### config.mk
export PLATFORM = sky130hd
export DESIGN_NAME = fetch_ctrl
export DESIGN_NICKNAME = d
export VERILOG_FILES = /design/src/rtl/fetch_pkg.sv /design/src/rtl/fetch_iq.sv /design/src/rtl/fetch_ctrl.sv
export SDC_FILE = /design/constraint.sdc
export NUM_CORES = 1
export LEC_CHECK = 0
export BUFFER_PORTS_ARGS = -buffer_cell sky130_fd_sc_hd__buf_2
export CORE_MARGIN = 5
export CORE_UTILIZATION = 45
export CTS_CLUSTER_DIAMETER = 120
export DETAILED_ROUTE_END_ITERATION = 10
export SKIP_LAST_GASP = 1
export SLEW_MARGIN = 20
export SYNTH_ARGS = -nofsm -noshare
export SYNTH_HDL_FRONTEND = slang
export SYNTH_SLANG_ARGS = --single-unit
### constraint.sdc
create_clock -name clk -period 19.95 [get_ports clk]
set_clock_uncertainty 0.2 [all_clocks]
set_input_delay 0.9975 -clock clk [delete_from_list [all_inputs] [get_ports clk]]
set_output_delay 0.9975 -clock clk [all_outputs]
set_load 0.03 [all_outputs]
### src/rtl/fetch_pkg.sv
// Shared types and default sizes for the fetch sequencer and its instruction queue.
package fetch_pkg;

  localparam int ADDR_W_DEF   = 32;
  localparam int FETCH_W_DEF  = 4;
  localparam int IQ_DEPTH_DEF = 8;

  typedef enum logic {
    IDLE,
    ISSUE
  } fetch_state_t;

  typedef struct packed {
    logic [ADDR_W_DEF-1:0] pc;
    logic [31:0]           inst;
  } iq_entry_t;

endpackage

### src/rtl/fetch_iq.sv
// Instruction queue: synchronous FIFO of {pc,inst} entries with push/pop/flush and occupancy count.
module fetch_iq
  import fetch_pkg::*;
#(
  parameter  int IQ_DEPTH = IQ_DEPTH_DEF,
  localparam int PTR_W    = $clog2(IQ_DEPTH),
  localparam int CNT_W    = PTR_W + 1
) (
  input  logic             clk,
  input  logic             resetn,
  input  logic             push,
  input  iq_entry_t        push_entry,
  input  logic             pop,
  input  logic             flush,
  output logic             head_valid,
  output iq_entry_t        head_entry,
  output logic [CNT_W-1:0] count
);

  iq_entry_t        mem_q [IQ_DEPTH];
  logic [PTR_W-1:0] wr_ptr_q, wr_ptr_d;
  logic [PTR_W-1:0] rd_ptr_q, rd_ptr_d;
  logic [CNT_W-1:0] count_q, count_d;
  logic             do_push, do_pop;

  assign do_push = push && !flush;
  assign do_pop  = pop && (count_q != '0) && !flush;

  // Pointers wrap naturally because the depth is a power of two.
  always_comb begin
    wr_ptr_d = wr_ptr_q;
    rd_ptr_d = rd_ptr_q;
    count_d  = count_q;
    if (flush) begin
      wr_ptr_d = '0;
      rd_ptr_d = '0;
      count_d  = '0;
    end else begin
      if (do_push) wr_ptr_d = wr_ptr_q + 1'b1;
      if (do_pop)  rd_ptr_d = rd_ptr_q + 1'b1;
      case ({do_push, do_pop})
        2'b10:   count_d = count_q + 1'b1;
        2'b01:   count_d = count_q - 1'b1;
        default: count_d = count_q;
      endcase
    end
  end

  always_ff @(posedge clk or negedge resetn) begin
    if (!resetn) begin
      wr_ptr_q <= '0;
      rd_ptr_q <= '0;
      count_q  <= '0;
    end else begin
      wr_ptr_q <= wr_ptr_d;
      rd_ptr_q <= rd_ptr_d;
      count_q  <= count_d;
    end
  end

  always_ff @(posedge clk) begin
    if (do_push) mem_q[wr_ptr_q] <= push_entry;
  end

  assign head_valid = (count_q != '0);
  assign head_entry = mem_q[rd_ptr_q];
  assign count      = count_q;

endmodule

### src/rtl/fetch_ctrl.sv
// Fetch sequencer: turns predicted fetch blocks into per-slot SRAM reads feeding the instruction queue.
// Optional FETCH_CTRL_PERF_EN adds perf_blocks / perf_stalls counters.
module fetch_ctrl
  import fetch_pkg::*;
#(
  parameter int ADDR_W   = ADDR_W_DEF,
  parameter int FETCH_W  = FETCH_W_DEF,
  parameter int IQ_DEPTH = IQ_DEPTH_DEF
) (
  input  logic               clk,
  input  logic               resetn,
  input  logic               pred_valid,
  input  logic [ADDR_W-1:0]  pred_addr,
  input  logic [FETCH_W-1:0] pred_mask,
  output logic               pred_ready,
  input  logic               redirect,
  output logic               inst_sram_req,
  output logic               inst_sram_we,
  output logic [ADDR_W-1:0]  inst_sram_addr,
  input  logic [31:0]        inst_sram_rdata,
  output logic               iq_valid,
  output logic [ADDR_W-1:0]  iq_pc,
  output logic [31:0]        iq_inst,
  input  logic               iq_ready
`ifdef FETCH_CTRL_PERF_EN
  ,
  output logic [31:0]        perf_blocks,
  output logic [31:0]        perf_stalls
`endif
);

  localparam int CNT_W  = $clog2(IQ_DEPTH) + 1;
  localparam int SLOT_W = (FETCH_W > 1) ? $clog2(FETCH_W) : 1;

  fetch_state_t       state_q, state_d;
  logic [ADDR_W-1:0]  addr_q, addr_d;
  logic [FETCH_W-1:0] mask_q, mask_d, mask_clr;
  logic               resp_pending_q, resp_pending_d;
  logic [ADDR_W-1:0]  resp_pc_q, resp_pc_d;
  logic [SLOT_W-1:0]  slot;
  logic               slot_found;
  logic [ADDR_W-1:0]  slot_addr;
  logic [CNT_W:0]     occupancy;
  logic               room;
  logic [CNT_W-1:0]   iq_count;
  iq_entry_t          push_entry, head_entry;

  // Lowest remaining set slot is issued first.
  always_comb begin
    slot       = '0;
    slot_found = 1'b0;
    for (int i = 0; i < FETCH_W; i++) begin
      if (mask_q[i] && !slot_found) begin
        slot       = SLOT_W'(i);
        slot_found = 1'b1;
      end
    end
  end

  assign mask_clr  = mask_q & ~(FETCH_W'(1) << slot);
  assign slot_addr = addr_q + (ADDR_W'(slot) << 2);

  // An in-flight read has already claimed a queue slot.
  assign occupancy = {1'b0, iq_count} + (CNT_W+1)'(resp_pending_q);
  assign room      = occupancy < (CNT_W+1)'(IQ_DEPTH);

  always_comb begin
    state_d       = state_q;
    addr_d        = addr_q;
    mask_d        = mask_q;
    resp_pc_d     = resp_pc_q;
    pred_ready    = 1'b0;
    inst_sram_req = 1'b0;
    case (state_q)
      IDLE: begin
        pred_ready = !redirect;
        if (pred_valid && !redirect) begin
          addr_d = pred_addr;
          mask_d = pred_mask;
          if (pred_mask != '0) state_d = ISSUE;
        end
      end
      ISSUE: begin
        if (redirect) begin
          state_d = IDLE;
        end else if (room) begin
          inst_sram_req = 1'b1;
          mask_d        = mask_clr;
          resp_pc_d     = slot_addr;
          if (mask_clr == '0) state_d = IDLE;
        end
      end
      default: state_d = IDLE;
    endcase
    resp_pending_d = inst_sram_req;
  end

  always_ff @(posedge clk or negedge resetn) begin
    if (!resetn) begin
      state_q        <= IDLE;
      mask_q         <= '0;
      resp_pending_q <= 1'b0;
    end else begin
      state_q        <= state_d;
      mask_q         <= mask_d;
      resp_pending_q <= resp_pending_d;
    end
  end

  always_ff @(posedge clk) begin
    addr_q    <= addr_d;
    resp_pc_q <= resp_pc_d;
  end

  assign inst_sram_we   = 1'b0;
  assign inst_sram_addr = inst_sram_req ? slot_addr : '0;

  assign push_entry.pc   = resp_pc_q;
  assign push_entry.inst = inst_sram_rdata;

  fetch_iq #(.IQ_DEPTH(IQ_DEPTH)) u_iq (
    .clk        (clk),
    .resetn     (resetn),
    .push       (resp_pending_q && !redirect),
    .push_entry (push_entry),
    .pop        (iq_ready && !redirect),
    .flush      (redirect),
    .head_valid (iq_valid),
    .head_entry (head_entry),
    .count      (iq_count)
  );

  assign iq_pc   = head_entry.pc;
  assign iq_inst = head_entry.inst;

`ifdef FETCH_CTRL_PERF_EN
  logic [31:0] perf_blocks_q, perf_blocks_d;
  logic [31:0] perf_stalls_q, perf_stalls_d;

  always_comb begin
    perf_blocks_d = perf_blocks_q;
    perf_stalls_d = perf_stalls_q;
    if (state_q == IDLE && pred_valid && pred_ready && pred_mask != '0)
      perf_blocks_d = perf_blocks_q + 32'd1;
    if (state_q == ISSUE && !inst_sram_req)
      perf_stalls_d = perf_stalls_q + 32'd1;
  end

  always_ff @(posedge clk or negedge resetn) begin
    if (!resetn) begin
      perf_blocks_q <= '0;
      perf_stalls_q <= '0;
    end else begin
      perf_blocks_q <= perf_blocks_d;
      perf_stalls_q <= perf_stalls_d;
    end
  end

  assign perf_blocks = perf_blocks_q;
  assign perf_stalls = perf_stalls_q;
`endif

endmodule
==> reports/metrics.csv <==
metric,value,unit
status,"complete, no violations",
Starting Density,0.452,
final setup margin,14.64,ns
1st-pass router iterations,5,
DRC errors left,0,
Min Hold Slack,0.114,ns
Worst R2R Path Depth,3,
antenna diode instance count,0,
initial antenna violation count,1,
I/O pin cnt,173,
RSZ-0062 raised after global routing,no,
clock buffer depth,3,
global-route wire length before repair,71.1,mm
Post-Syn Area,23100,um^2
startpoint types,register,
vias post-DR,10800,
#FFs+latches synth,592,
Period minus WS final,5.31,ns
"EDFF count, synth",576,
TritonCTS clock tree,yes,
worst reg-to-reg setup slack,16.79,ns
Global Route Usage Sum,0.166,
Area Overhead vs Synth,15.6,%
Critical Path End Type,output port,
most frequent cells in the layout,"edfxtp_1, buf_2, mux4_2",
"commonest non-fill, non-tap cell in the layout",edfxtp_1,
"Clk Latency, worst-skew pair",0.61,ns
Congestion Overflow GR,0,
worst r2r dst,u_iq.mem_q[7][58],
Nets,1354,
Relative slew margins,0.285,
CTS Sinks,592,
number of max-cap violations,0,
Iteration-0 DRC Markers,727,
distinct cell type count after synthesis,48,
die height,236,um
cell count after synthesis,1069,
setup tns final,0,ns
Setup-failing EPs final,0,
largest net degree at the start of global routing,50,
"Setup Fix Bufs, Post-CTS",0,
fmax,0.188,GHz
Adder-Cell Fraction of Synth Area,0.00499,
Die Area,55900,um^2
DP Wirelength,26.1,mm
CP Class,reg2out,
vias in the first global route,11400,
Slew @ Worst Pin,1.07,ns
DRT Wirelength,46.5,mm
power density over the cells,117,nW/um^2
cell row count,83,
period utilization,0.266,
"FFs w/ async S/R, synth",0.0270,
YS warnings,0,
post-synthesis mux area share,0.161,
"Clk pin slew, worst setup/hold paths",0.06,ns
largest family of logic cells by synthesized area,multiplexers,
pre-CTS setup slack,14.77,ns
CP Launch Point,u_iq.rd_ptr_q[0],
Via density,5.38,
Pleak,8.67,nW
"Top FF cell, synth",edfxtp_1,
hold_buf cts,0,
H-tree levels,2,
post-synthesis xor/xnor area fraction,0.00836,
CTS root buf,clkbuf_16,
fin. max-slew vios,0,
Worst Path Arrival,4.12,ns
reg2reg start,resp_pending_q,
compound-gate portion of the synthesized area,0.0124,
Hold Crit Class,in2async,
post-synth net total,1150,
core box area,51000,um^2
crit-path max FO,49,
Port-buffer cells,171,
Detail Route Antenna Nets,0,
final hold violations,0,
die width,236,um
total CTS buffers,59,
routability cong.,0.765,
worst path required time,18.75,ns
fraction of layout cells with a size suffix above 1,0.368,
cts repair resizes,0,
Syn Area/Cell,21.6,um^2
fraction of the mapped netlist area in simple logic gates,0.0352,
sequential share of the synthesized area,0.768,
DR WL/cell,23.2,um
overall power,3.11,mW
peak supply drop,69.6,uV
[stage by stage]
stage	instances	cell area [um^2]	utilization
6_report	2002	26700	0.523
5_1_grt	2002	26700	0.523
4_1_cts	2002	26700	0.523
3_5_place_dp	1892	24800	0.486
2_1_floorplan	1069	23100	-
3_3_place_gp	1892	24800	0.486
[layout make-up]
type / count / area [um^2]
Clock buffer: 76 / 1560
Clock inverter: 34 / 325
Fill cell: 3998 / 24300
Inverter: 11 / 41.3
Multi-Input combinational cell: 419 / 5170
Sequential cell: 592 / 17700
Tap cell: 680 / 851
Timing Repair Buffer: 190 / 1000
[cell families (layout without fill, tap and decap cells)]
family | Yosys count | in the layout
AOI/OAI and AO/OA | 42 | 42
xor gates and xnor gates | 22 | 22
adders and majority gates | 8 | 8
buffers and inverters | 58 | 311
DFF | 592 | 592
muxes | 202 | 202
other | 1 | 1
and+or+nand+nor | 144 | 144
[power breakdown]
group	internal [mW]	switching, mW	leakage, nW
clock	0.628	0.447	0.921
sequential	1.40	0.0554	5.40
combinational	0.262	0.316	2.35
[critical path, cell delays in order (launching register included)]
cell	delay, ns
dfrtp_4	0.89
buf_6	0.64
buf_4	0.86
mux4_2	0.61
mux2_2	0.29
buf_2	0.18
[synth_stat cells (3+ instances only)]
cell type,n,area [um^2]
edfxtp_1,576,17300
mux4_2,128,2880
mux2_2,66,743
nand2_1,30,113
nor2_1,27,101
clkbuf_1,23,86.3
buf_2,19,95.1
a21oi_1,17,85.1
and2_1,17,106
xnor2_1,17,149
dfrtp_1,16,400
inv_1,11,41.3
or4_1,11,82.6
nand4_1,10,62.6
o31ai_1,10,75.1
mux2i_1,8,80.1
ha_1,6,75.1
nand2b_1,6,37.5
nand3_1,6,30.0
and4_1,5,43.8
nor3_1,5,25.0
o21ai_0,5,25.0
or3_1,5,31.3
xor2_1,5,43.8
and3_1,4,25.0
buf_1,4,15.0
nor2b_1,4,25.0
nor4_2,3,37.5
[routing by layer]
metal  wire length, um  GRT usage  vias to the layer above
li1                  -          -                     4858
met1             21200      0.241                     5591
met2             22200      0.265                      256
met3              2400     0.0375                       56
met4               686     0.0336                        2
met5                 7          0                        -
[state kept, by name, indices dropped and copies added, names as in the netlist]
name and count:
resp_pending_q 1, resp_pc_q 32, u_iq.count 4, addr_q 32
u_iq.mem_q 512, u_iq.rd_ptr_q 3, state_q 1, mask_q 4
u_iq.wr_ptr_q 3
[worst max-delay path by stage]
stage | endpoint | depth (start not counted)
2_1_floorplan | u_iq.mem_q[0][0] | 2
4_1_cts | iq_inst[18] | 5
5_1_grt | iq_inst[9] | 5
3_3_place_gp | iq_inst[9] | 5
6_report | iq_inst[18] | 5
3_5_place_dp | iq_inst[18] | 5
No activity file was read; power rests on OpenSTA's default activity.
